<file path="src/rtl/wdt_pkg.sv">
// Shared types and constants for the multi-channel watchdog: channel states,
// status codes, register addresses and the unlock keys.
package wdt_pkg;

    typedef enum logic [1:0] {
        ST_IDLE  = 2'd0,
        ST_RUN   = 2'd1,
        ST_FAULT = 2'd2
    } chan_state_e;

    typedef enum logic [1:0] {
        FL_OK    = 2'b00,
        FL_EARLY = 2'b01,
        FL_LATE  = 2'b10,
        FL_BROWN = 2'b11
    } flstat_e;

    localparam logic [1:0] REG_FRAME = 2'd0;
    localparam logic [1:0] REG_SVC   = 2'd1;
    localparam logic [1:0] REG_CTRL  = 2'd2;
    localparam logic [1:0] REG_RLIM  = 2'd3;

    localparam logic [15:0] KEY_ARM  = 16'hAAAA;
    localparam logic [15:0] KEY_OPEN = 16'h5555;

    localparam int CTRL_INIT_BIT = 4;
    localparam int CTRL_KICK_BIT = 3;

endpackage

</file>
<file path="src/rtl/wdt_chan.sv">
// One watchdog channel: FRAME/SVC/RLIM registers, IDLE/RUN/FAULT state machine,
// reset-pulse down-counter and sticky fault-limit flag.
module wdt_chan
    import wdt_pkg::*;
#(
    parameter int CW = 16
) (
    input  logic          clk,
    input  logic          rst,
    input  logic          wr_frame,
    input  logic          wr_svc,
    input  logic          wr_rlim,
    input  logic [CW-1:0] wr_data,
    input  logic          init,
    input  logic          kick,
    input  logic          bo_evt,
    output logic          rstout,
    output logic          wdfail,
    output logic [1:0]    flstat
);

    chan_state_e   state;
    flstat_e       fl_q;
    flstat_e       fault_code;
    logic          fault_now;
    logic [CW-1:0] frame;
    logic [CW-1:0] svc;
    logic [CW-1:0] rlim;
    logic [CW-1:0] cnt;
    logic [CW-1:0] rcnt;
    logic [1:0]    fcnt;
    logic          init_pend;

    assign flstat = fl_q;

    // NOTE: every output of always_comb is defaulted first so no path leaves a latch.
    always_comb begin
        fault_now  = 1'b0;
        fault_code = FL_OK;
        if (state == ST_RUN) begin
            if (bo_evt) begin
                fault_now  = 1'b1;
                fault_code = FL_BROWN;
            end else if (!init) begin
                if (kick && cnt < svc) begin
                    fault_now  = 1'b1;
                    fault_code = FL_EARLY;
                end else if (kick ? (cnt > frame) : (cnt >= frame)) begin
                    fault_now  = 1'b1;
                    fault_code = FL_LATE;
                end
            end
        end
    end

    // NOTE: sequential state uses non-blocking assignment so all registers update together.
    always_ff @(posedge clk) begin
        if (rst) begin
            state     <= ST_IDLE;
            fl_q      <= FL_OK;
            frame     <= '0;
            svc       <= '0;
            rlim      <= '0;
            cnt       <= '0;
            rcnt      <= '0;
            fcnt      <= '0;
            init_pend <= 1'b0;
            rstout    <= 1'b0;
            wdfail    <= 1'b0;
        end else begin
            if (wr_frame) frame <= wr_data;
            if (wr_svc)   svc   <= wr_data;
            if (wr_rlim)  rlim  <= wr_data;

            case (state)
                ST_IDLE: begin
                    if (init && frame != '0) begin
                        state <= ST_RUN;
                        cnt   <= '0;
                        fl_q  <= FL_OK;
                    end
                end
                ST_RUN: begin
                    if (fault_now) begin
                        state  <= ST_FAULT;
                        fl_q   <= fault_code;
                        rstout <= 1'b1;
                        rcnt   <= rlim;
                        if (fcnt != 2'd3) fcnt <= fcnt + 2'd1;
                        if (fcnt >= 2'd2) wdfail <= 1'b1;
                    end else if (init || kick) begin
                        cnt  <= '0;
                        fl_q <= FL_OK;
                    end else begin
                        cnt <= cnt + 1'b1;
                    end
                end
                ST_FAULT: begin
                    // INIT seen during the reset pulse is held and applied on exit.
                    if (rcnt == '0) begin
                        state     <= ST_RUN;
                        cnt       <= '0;
                        rstout    <= 1'b0;
                        init_pend <= 1'b0;
                        if (init_pend || init) fl_q <= FL_OK;
                    end else begin
                        rcnt <= rcnt - 1'b1;
                        if (init) init_pend <= 1'b1;
                    end
                end
                default: state <= ST_IDLE;
            endcase
        end
    end

endmodule

</file>
<file path="src/rtl/wdt_multi.sv">
// Multi-channel watchdog top: unlock sequencer, write window, address decode and
// optional brownout filter (enabled by defining WDT_BROWNOUT_EN).
module wdt_multi
    import wdt_pkg::*;
#(
    parameter int              NCH       = 4,
    parameter int              CW        = 16,
    parameter int              AW        = 20,
    parameter logic [AW-1:0]   BO_THRESH = 20'h80000,
    parameter int              WR_WIN    = 4
) (
    input  logic              CLK,
    input  logic              RST,
    input  logic [4:0]        ABUS,
    input  logic [15:0]       DBUS,
    input  logic [AW-1:0]     ADC_IN,
    output logic [NCH-1:0]    RSTOUT,
    output logic [NCH-1:0]    WDFAIL,
    output logic [2*NCH-1:0]  FLSTAT,
    output logic              BROWNOUT
);

    localparam int WW = $clog2(WR_WIN + 1);

    logic          armed;
    logic [WW-1:0] win_cnt;
    logic          win_open;
    logic [2:0]    ch_sel;
    logic [1:0]    reg_sel;
    logic          ch_ok;
    logic          bo_evt;

    assign win_open = (win_cnt != '0);
    assign ch_sel   = ABUS[4:2];
    assign reg_sel  = ABUS[1:0];
    assign ch_ok    = (32'(ch_sel) < NCH);

    // A later 5555 overrides the countdown, which restarts an open window.
    always_ff @(posedge CLK) begin
        if (RST) begin
            armed   <= 1'b0;
            win_cnt <= '0;
        end else begin
            if (win_open) win_cnt <= win_cnt - 1'b1;
            if (DBUS == KEY_ARM) begin
                armed <= 1'b1;
            end else begin
                armed <= 1'b0;
                if (armed && DBUS == KEY_OPEN) win_cnt <= WW'(WR_WIN);
            end
        end
    end

`ifdef WDT_BROWNOUT_EN
    logic [1:0] lo_cnt;
    logic [1:0] hi_cnt;
    logic       adc_low;

    assign adc_low = (ADC_IN < BO_THRESH);
    // Fires on the same edge BROWNOUT rises so running channels fault together with it.
    assign bo_evt  = !BROWNOUT && adc_low && (lo_cnt == 2'd3);

    always_ff @(posedge CLK) begin
        if (RST) begin
            lo_cnt   <= '0;
            hi_cnt   <= '0;
            BROWNOUT <= 1'b0;
        end else if (adc_low) begin
            hi_cnt <= '0;
            if (lo_cnt == 2'd3) BROWNOUT <= 1'b1;
            else                lo_cnt   <= lo_cnt + 2'd1;
        end else begin
            lo_cnt <= '0;
            if (hi_cnt == 2'd3) BROWNOUT <= 1'b0;
            else                hi_cnt   <= hi_cnt + 2'd1;
        end
    end
`else
    logic unused_adc;

    assign unused_adc = ^{ADC_IN, BO_THRESH};
    assign bo_evt     = 1'b0;
    assign BROWNOUT   = 1'b0;
`endif

    for (genvar i = 0; i < NCH; i++) begin : g_chan
        logic sel;
        logic ctrl_hit;

        assign sel      = ch_ok && (ch_sel == 3'(i));
        assign ctrl_hit = sel && (reg_sel == REG_CTRL) && (DBUS != '0);

        wdt_chan #(.CW(CW)) u_chan (
            .clk      (CLK),
            .rst      (RST),
            .wr_frame (sel && win_open && reg_sel == REG_FRAME),
            .wr_svc   (sel && win_open && reg_sel == REG_SVC),
            .wr_rlim  (sel && win_open && reg_sel == REG_RLIM),
            .wr_data  (DBUS[CW-1:0]),
            .init     (ctrl_hit && DBUS[CTRL_INIT_BIT]),
            .kick     (ctrl_hit && DBUS[CTRL_KICK_BIT]),
            .bo_evt   (bo_evt),
            .rstout   (RSTOUT[i]),
            .wdfail   (WDFAIL[i]),
            .flstat   (FLSTAT[2*i +: 2])
        );
    end

endmodule

</file>
<file path="config.mk">
export PLATFORM = sky130hd
export DESIGN_NAME = wdt_multi
export DESIGN_NICKNAME = d
export VERILOG_FILES = /design/src/rtl/wdt_pkg.sv /design/src/rtl/wdt_chan.sv /design/src/rtl/wdt_multi.sv
export SDC_FILE = /design/constraint.sdc
export NUM_CORES = 1
export LEC_CHECK = 0
export CORE_AREA = 2 2 200 202
export DETAILED_ROUTE_END_ITERATION = 10
export DIE_AREA = 0 0 202 204
export HOLD_SLACK_MARGIN = 0.06
export MAX_ROUTING_LAYER = met4
export PLACE_DENSITY_LB_ADDON = 0.3
export SLEW_MARGIN = 5
export SYNTH_ARGS = -nofsm -noshare
export SYNTH_HDL_FRONTEND = slang
export SYNTH_HIERARCHICAL = 1
export SYNTH_SLANG_ARGS = --single-unit
export TNS_END_PERCENT = 100
</file>
<file path="constraint.sdc">
create_clock -name CLK -period 6.5 [get_ports CLK]
set_input_delay 1.625 -clock CLK [delete_from_list [all_inputs] [get_ports CLK]]
set_output_delay 1.625 -clock CLK [all_outputs]
set_load 0.03 [all_outputs]
</file>
* Word-level counts from Yosys, hierarchy flattened
Cells that the tools add are included.
** Word-level totals
- Flip-flop bits (word level) :: 360
- Input bits :: 43
- Output and inout bits :: 17
** Operators by class
- Add/subtract/negate cells :: 13
- $lt $le $gt $ge :: 17
- Equality and inequality tests :: 48
- Mux-type cells :: 128
- Reductions and logical operators :: 113
** Operator list (number)
- 16-bit 2-to-1 mux :: 24
- 16-bit case mux with 3 select lines :: 4
- 16-bit case mux with 2 select lines :: 4
- 2-bit 2-to-1 mux :: 44
- 16-bit nonzero test :: 5
- 16-bit by 1-bit adder with 16-bit output (second input constant) :: 4
- 16-bit greater-or-equal comparator :: 4
- 16-bit greater-than comparator :: 4
- 16-bit zero test :: 4
- 16-bit less-than comparator :: 4
- 16-bit by 1-bit subtractor with 16-bit output (second input constant) :: 4
- 3-bit AND reduction :: 20
- 2-bit case mux with 3 select lines :: 8
- 1-bit logical AND :: 45
- 1-bit 2-to-1 mux :: 37
- 2-bit by 1-bit != test with 1-bit output (second input constant) :: 16
- 2-bit != test (second input constant) :: 12
- 5-bit AND reduction :: 4
- 16-bit by 15-bit equality test with 1-bit output (second input constant) :: 1
- 16-bit equality test (second input constant) :: 1
- 4-bit AND reduction :: 4
- 2-bit nonzero test :: 8
- 3-bit nonzero test :: 5
- 2-bit equality test (second input constant) :: 6
- 14 further kinds :: 47

* Depth between registers and ports, before layout
Gate-level depths: netlist (run 1).
- Depth after elaboration :: 12
- Mapped depth :: 12

* Cells and area by module
Netlist (run 1), hierarchy kept.
** By module, submodules not included
- wdt_chan (g_chan[0].u_chan ...) :: times used 3, cells an instance 542, area each 4719.5 um^2, sequential area each 1781.7 um^2
- wdt_chan (g_chan[3].u_chan) :: times used 1, cells an instance 539, area each 4640.7 um^2, sequential area each 1781.7 um^2
- wdt_multi :: times used 1, cells an instance 69, area each 493.0 um^2, sequential area each 80.1 um^2

* Worst setup path after synthesis (run 1)
No wires, ideal clock.
- Kind :: input to register
- Start point :: input port ABUS[1]
- End point :: register g_chan[0].u_chan.cnt[7]
- Setup time :: 0.091 ns
- Arrival :: 3.710 ns
- Path slack :: 2.699 ns
- Stages on the path :: 11
- Path buffers :: 3
- Cell sequence :: clkbuf_1 > nand4b_1 > nor2_1 > nand2b_1 > or3_1 > nor3_1 > a211oi_2 > a21bo_2 > buf_2 > buf_4 > a311oi_1
** On the way
- Longest elaborated chain between the ends :: 11
** RTL lines
- from (decl) :: RTL line wdt_multi.sv:14 : input logic [4:0] ABUS,
- 2-bit equality test * :: RTL line wdt_multi.sv:91 : assign ctrl_hit = sel && (reg_sel == REG_CTRL) && (DBUS != '0);
- 1-bit logical AND * (2 in a row) :: RTL line wdt_multi.sv:91
- 1-bit logical AND :: RTL line wdt_multi.sv:101 : .kick (ctrl_hit && DBUS[CTRL_KICK_BIT]),
- 1-bit 2-to-1 mux (2 in a row) :: RTL line wdt_chan.sv:48 : end else if (kick ? (cnt > frame) : (cnt >= frame)) begin
- 1-bit 2-to-1 mux :: RTL line wdt_chan.sv:45 : if (kick && cnt < svc) begin
- 1-bit 2-to-1 mux :: RTL line wdt_chan.sv:44 : end else if (!init) begin
- 1-bit 2-to-1 mux :: RTL line wdt_chan.sv:40 : if (state == ST_RUN) begin
- 2-bit != test (no source line)
- 4-bit AND reduction (no source line)
- to (signal assigned) :: RTL line wdt_chan.sv:95 : cnt <= cnt + 1'b1;
- to (decl) :: RTL line wdt_chan.sv:29 : logic [CW-1:0] cnt;
Mark *: on every way between the ends. The rest lies on a longest branch, timed or not. The select of a mux whose other input is x is not followed.
A chain may end at the register's enable or synchronous reset.

* Worst setup path in the final report (run 1)
- Start point :: input port ABUS[1]
- End point :: register g_chan[3].u_chan.cnt[12]
** On the way
- Longest elaborated chain between the ends :: 11
** RTL lines (RTL line)
- 2-bit equality test * :: wdt_multi.sv:91
- 1-bit logical AND * (2 in a row) :: wdt_multi.sv:91
- 1-bit logical AND :: wdt_multi.sv:101
- 1-bit 2-to-1 mux (2 in a row) :: wdt_chan.sv:48
- 1-bit 2-to-1 mux :: wdt_chan.sv:45
- 1-bit 2-to-1 mux :: wdt_chan.sv:44
- 1-bit 2-to-1 mux :: wdt_chan.sv:40
- 2-bit != test (no source line)
- 4-bit AND reduction (no source line)
- to (signal assigned) :: wdt_chan.sv:95
- to (decl) :: wdt_chan.sv:29
Marks and branches as above.

==> results of run 1 <==
## kinds of logic after synthesis
logic type / after synthesis / share of synthesized area
buffers and inverters: 285 / 0.0580
flip-flops: 360 / 0.374
multiplexers: 200 / 0.104
other: 1 / 0.000194
adder cells (fa/ha/maj): 142 / 0.0921
AO/OA/AOI/OAI: 515 / 0.185
AND/OR/NAND/NOR: 729 / 0.186
XOR/XNOR: 2 / 0.000908
## state kept, by name (all words and copies together), names as in the netlist
register	count
g_chan.u_chan/svc	64
g_chan.u_chan/frame	64
g_chan.u_chan/rstout	4
g_chan.u_chan/rlim	64
g_chan.u_chan/state	8
g_chan.u_chan/cnt	64
g_chan.u_chan/init_pend	4
armed	1
g_chan.u_chan/rcnt	64
win_cnt	3
g_chan.u_chan/fcnt	8
g_chan.u_chan/flstat	8
g_chan.u_chan/wdfail	4
## critical path, stage by stage
cell	delay [ns]
clkdlybuf4s50_1	0.67
nand4_1	0.23
nor2_1	0.37
nor3b_1	0.44
a41oi_1	0.25
a21boi_4	0.24
a211oi_2	0.84
o21ai_0	0.26
o21ai_1	0.15
## final timing paths
path	startpoint	to	slack (ns)	cells past startpoint
setup / recovery	ABUS[1]	g_chan[3].u_chan/cnt[12]	1.89	9
hold / removal	g_chan[3].u_chan/wdfail	g_chan[3].u_chan/wdfail	0.45	2
setup reg to reg	g_chan[1].u_chan/rcnt[0]	g_chan[1].u_chan/flstat[0]	3.16	9
hold reg to reg	g_chan[3].u_chan/wdfail	g_chan[3].u_chan/wdfail	0.45	2
## final cells by class
cell class | instances | area (sq um) | share of cell area
Multi-Input combinational cell | 1594 | 11000 | 0.511
Sequential cell | 360 | 7210 | 0.334
Clock buffer | 53 | 1170 | 0.0545
Tap cell | 525 | 657 | 0.0305
Inverter | 168 | 631 | 0.0293
Timing Repair Buffer | 65 | 587 | 0.0272
Clock inverter | 23 | 273 | 0.0127
Antenna cell | 3 | 7.51 | 0.000348
## synthesized netlist by cell type, types with 9 or more instances
cell type and n:
a21oi_1 122, nor2_1 335, buf_2 22, nand2_1 85, or3_1 17, mux2i_1 193
nor4_1 40, nand2b_1 21, o31ai_1 27, o21ai_0 63, ha_1 142, a21boi_0 19
a31oi_1 23, nor2b_1 9, a41oi_1 25, a311oi_1 36, o21a_1 28, inv_1 168
o32ai_1 9, dfxtp_1 360, nand4_1 47, nand3_1 28, or2_2 14, o22ai_1 47
clkbuf_1 76, nor3_1 53, a211oi_1 17, buf_1 13, and3_1 18
## power groups by stage
stage	combinational (mW)	clock (mW)	sequential (mW)
2_1_floorplan	0.242	0	2.30
3_3_place_gp	0.354	0	2.31
3_5_place_dp	0.364	0	2.31
4_1_cts	0.366	2.50	2.26
5_1_grt	0.403	2.59	2.26
6_report	0.371	2.46	2.26
## per-stage QoR
| step | worst slack, ns | cell area (sq um) |
|---|---|---|
| floorplan | 2.70 | 19300 |
| global placement | 1.49 | 20100 |
| detailed placement | 1.37 | 20100 |
| CTS | 1.93 | 21500 |
| global route | 1.67 | 21600 |
| finish | 1.89 | 21600 |
## routing by layer
metal	global-route usage	vias to the layer above
met5	-	-
met4	0.0959	0
met3	0.0373	109
met2	0.413	415
met1	0.316	8012
li1	-	8122
==> metrics, run 1 <==
Sequential Power Share=0.444; Placed Instances=2712; CP required=6.98 ns; Initial Util=0.492; initial antenna violation count=3; die height=204 um; HP Class=flip-flop to flip-flop; Setup crit start kind=input port; root buf cell=clkbuf_16; VDD IR max=0.221 mV; Yosys Warn Count=6; commonest non-fill, non-tap cell in the layout=dfxtp_1; vias in the first global route=16200; CTS resizes=0; Area Growth Syn to Fin=11.7%; PD cells=236 nW/um^2; vias per cell=5.97; clock network fraction of design power=0.483; Worst-Margin Slew=1.16 ns; CTS Sinks=360; max-cap viol count=0; RSZ-0062 raised after global routing=no; layout net count=2415; M1 WL=22900 um; Power, Total=5.09 mW; DRC viols=0; Reg clk slew, reported paths=0.06 ns; drt wl/cell=18.4 um; status=complete, no violations; # fillers=3497; synthesized area=19300 sq um; Final Cycle Share=0.710; Combinational Power Share=0.073; gpl congestion=0.891; Sw Share=0.235; CTS Buffer Depth=3; met2 routed WL=24100 um; register bit total from synthesis=360; Post-CTS Hold Buffers=0; share of the synthesized area in the top cell type=0.374; Worst setup EP type=flip-flop; sw power=1.20 mW; Unique masters post-synth=80; WS Path Type=input port to flip-flop; fin crit period=4.61 ns; first drt pass iteration count=6; Pint=3.89 mW; Final Non-Filler Cells=2791; CORE AREA=39200 sq um; asr flop ratio synth=0; ANT nets after route=0; buffers added on ports=38; most frequent cells in the layout=dfxtp_1 (360), nor2_1 (328), mux2i_1 (193), inv_1 (168), ha_1 (142); largest area contributor in the netlist=dfxtp_1; Initial DRC Count=1133; pin count of the biggest net entering global routing=87; sequential cell area fraction in the yosys report=0.374; grt total ovfl=0; Post-synth EDFFs=0; placement row count=73; DR top layer=met4; synth top area cells=dfxtp_1 (37%), mux2i_1 (10%), ha_1 (9.2%); fraction of layout cells with a size suffix above 1=0.0778; Setup Viol. Count Final=0; CTS buffer count=41; detailed-routed wire length on met3=2570 um; Final Max Tran Viols=0; Post-Synthesis Cells=2234; gr usage total=0.252; Clock Latency Late Sink=0.56 ns; H-tree Lvls=2; hold_ws=0.446 ns; dominant synthesized flop cell=dfxtp_1; Lkg Pwr=7.73 nW; Slew HR=0.227; Vias=16700; global-route wire length before repair=82500 um; Fin. Hold Viols=0; Clock Skew=0.0124 ns; CTS tree=done; setup_tns=0 ns; critical path fanouts, max=16; WP data arrival=5.09 ns; Final Util=0.550; die width=202 um; Post-CTS Setup Bufs=0; max frequency=0.217 GHz; detailed placement HPWL=33900 um; die area=41200 sq um; final WL=51300 um; IO Pins=60; mean post-synth cell area=8.64 sq um
Power figures use the tool's default switching activity.
==> inputs of run 2 (changes only) <==
- clock period: 6.5 -> 4.1 ns (I/O delays scaled with it)
==> run 2 against run 1 <==
Global-route usage up 0.15 points. Non-clock buffer count up 32. Largest power group unchanged. Combinational power up 61%. Clock skew down 0.0046 ns. Register-to-register slack worse by 2.4 ns. Via count up 1.1%. Critical path type unchanged. Largest cell class unchanged. Utilization up 0.41 points.
==> metrics, run 2 (synthesized netlist as in run 1, its figures left out) <==
gpl congestion=0.874 (was 0.891); Worst-Margin Slew=1.06 ns (was 1.16 ns); commonest non-fill, non-tap cell in the layout=dfxtp_1 (unchanged); initial antenna violation count=4 (was 3); most frequent cells in the layout=dfxtp_1 (360), nor2_1 (328), mux2i_1 (193), inv_1 (168), ha_1 (142) (unchanged); setup_tns=0 ns (unchanged); Vias=16800 (was 16700); Reg clk slew, reported paths=0.06 ns (about the same); Initial Util=0.492 (unchanged); pin count of the biggest net entering global routing=127 (was 87); die area=41200 sq um (unchanged); H-tree Lvls=2 (unchanged); buffers added on ports=38 (unchanged); status=complete, no violations (unchanged); RSZ-0062 raised after global routing=no (unchanged); final WL=51300 um (about the same); HP Class=flip-flop to flip-flop (unchanged); crit path cell chain=clkdlybuf4s50_1, inv_1, nand4_1, nor2_1, nand2b_1, or3_1, nor3_1, a211o_1, nand3_1, o22ai_1 (was clkdlybuf4s50_1, nand4_1, nor2_1, nor3b_1, a41oi_1, a21boi_4, a211oi_2, o21ai_0, o21ai_1); placed cell area=20400 sq um (was 20100 sq um); critical path fanouts, max=14 (was 16); die width=202 um (unchanged); worst reg2reg path depth=9 (unchanged); critical path launch point=ABUS[4] (was ABUS[1]); WP data arrival=4.08 ns (was 5.09 ns); Post-CTS Hold Buffers=0 (unchanged); placement row count=73 (unchanged); global-route wire length before repair=83200 um (was 82500 um); Area Growth Syn to Fin=12.5% (was 11.7%); layout net count=2447 (was 2415); grt total ovfl=0 (unchanged); Post-CTS Setup Bufs=0 (unchanged); slowest cell delay on critical path=0.51 ns (was 0.84 ns); root buf cell=clkbuf_16 (unchanged); max frequency=0.277 GHz; CP required=4.57 ns (was 6.98 ns); Clock Latency Late Sink=0.55 ns (was 0.56 ns); die height=204 um (unchanged); Initial DRC Count=1140 (was 1133); # fillers=3453 (was 3497); sw power=1.87 mW (was 1.20 mW); VDD IR max=0.256 mV (was 0.221 mV); detailed placement HPWL=35000 um (was 33900 um); Clock Skew=0.00775 ns (was 0.0124 ns); gr usage total=0.254 (was 0.252); vias in the first global route=16000 (was 16200); CTS Sinks=360 (unchanged); Final Cycle Share=0.880; Setup crit start kind=input port (unchanged); Slew HR=0.289 (was 0.227); CTS buffer count=41 (unchanged); Final Max Tran Viols=0 (unchanged); Pint=5.97 mW (was 3.89 mW); register-to-register setup slack=0.74 ns (was 3.16 ns); CTS tree=done (unchanged); hold_ws=0.452 ns (was 0.446 ns); R2R Path Start=g_chan[0].u_chan/rcnt[0] (was g_chan[1].u_chan/rcnt[0]); CORE AREA=39200 sq um (unchanged); Setup Viol. Count Final=0 (unchanged); fraction of layout cells with a size suffix above 1=0.0850 (was 0.0778); CTS resizes=0 (unchanged); ANT nets after route=0 (unchanged); Combinational Power Share=0.076 (was 0.073); clock network fraction of design power=0.467 (was 0.483); drt wl/cell=18.2 um (was 18.4 um); Sequential Power Share=0.457 (was 0.444); first drt pass iteration count=5 (was 6); design area=21700 sq um (was 21600 sq um); WS Path Type=input port to flip-flop (unchanged); Worst setup EP type=flip-flop (unchanged); Fin. Hold Viols=0 (unchanged); IO Pins=60 (unchanged); vias per cell=5.97 (about the same); CTS Buffer Depth=3 (unchanged); Sw Share=0.238 (was 0.235); Slowest-stage cell, CP=clkdlybuf4s50_1 (was a211oi_2); max-cap viol count=0 (unchanged); fin crit period=3.61 ns; Reg-to-Reg End=g_chan[0].u_chan/cnt[1] (was g_chan[1].u_chan/flstat[0]); DRC viols=0 (unchanged); Lkg Pwr=7.83 nW (was 7.73 nW); CP endpoint=g_chan[1].u_chan/rcnt[15] (was g_chan[3].u_chan/cnt[12]); PD cells=361 nW/um^2 (was 236 nW/um^2)
## run 2: how the worst min path moves through the flow
stage                     cells after the start                       from                   endpoint  slack (ns)
final                                         2    g_chan[3].u_chan/rstout    g_chan[3].u_chan/rstout        0.45
after CTS                                     2    g_chan[3].u_chan/rstout    g_chan[3].u_chan/rstout        0.45
after floorplan                               2  g_chan[3].u_chan/rcnt[15]  g_chan[3].u_chan/rcnt[15]        0.45
after global placement                        2    g_chan[3].u_chan/wdfail    g_chan[3].u_chan/wdfail        0.43
after global routing                          2    g_chan[3].u_chan/wdfail    g_chan[3].u_chan/wdfail        0.47
after detailed placement                      2    g_chan[3].u_chan/wdfail    g_chan[3].u_chan/wdfail        0.45
## run 2: per-layer routing
metal	GRT usage	vias to the layer above	share of wire
met5	-	-	0
met4	0.0938	0	0.029
met3	0.0376	104	0.059
met2	0.411	451	0.46
met1	0.322	8102	0.45
li1	-	8192	-
## run 2: layout make-up
class / count / area [sq um] / area share
inverters: 168 / 631 / 0.0290
clock buffers: 66 / 1240 / 0.0572
repair buffers: 97 / 852 / 0.0392
flip-flops and latches: 360 / 7210 / 0.332
diodes: 5 / 12.5 / 0.000576
multi-input cells: 1594 / 11000 / 0.507
clock inverters: 8 / 93.8 / 0.00432
well taps: 525 / 657 / 0.0303
## run 2: worst max-delay path, delay by kind of cell
family	cells	cell delay (ns)
simple gates	6	1.83
compound gates	2	0.52
buf+inv	2	0.69
## run 2: power groups by stage
stage               registers, mW  clock network, mW  logic, mW
finish                       3.58               3.66      0.597
global route                 3.59               3.85      0.649
CTS                          3.58               3.72      0.590
detailed placement           3.66                  0      0.587
global placement             3.65                  0      0.570
floorplan                    3.65                  0      0.383
## run 2: stage by stage
step	std cells	power (mW)	utilization	setup slack, ns
6_report	2823	7.84	0.554	0.493
5_1_grt	2823	8.09	0.554	0.316
4_1_cts	2818	7.89	0.554	0.596
3_5_place_dp	2744	4.24	0.520	0.0204
3_3_place_gp	2744	4.22	0.520	0.0997
2_1_floorplan	2239	4.03	-	0.899
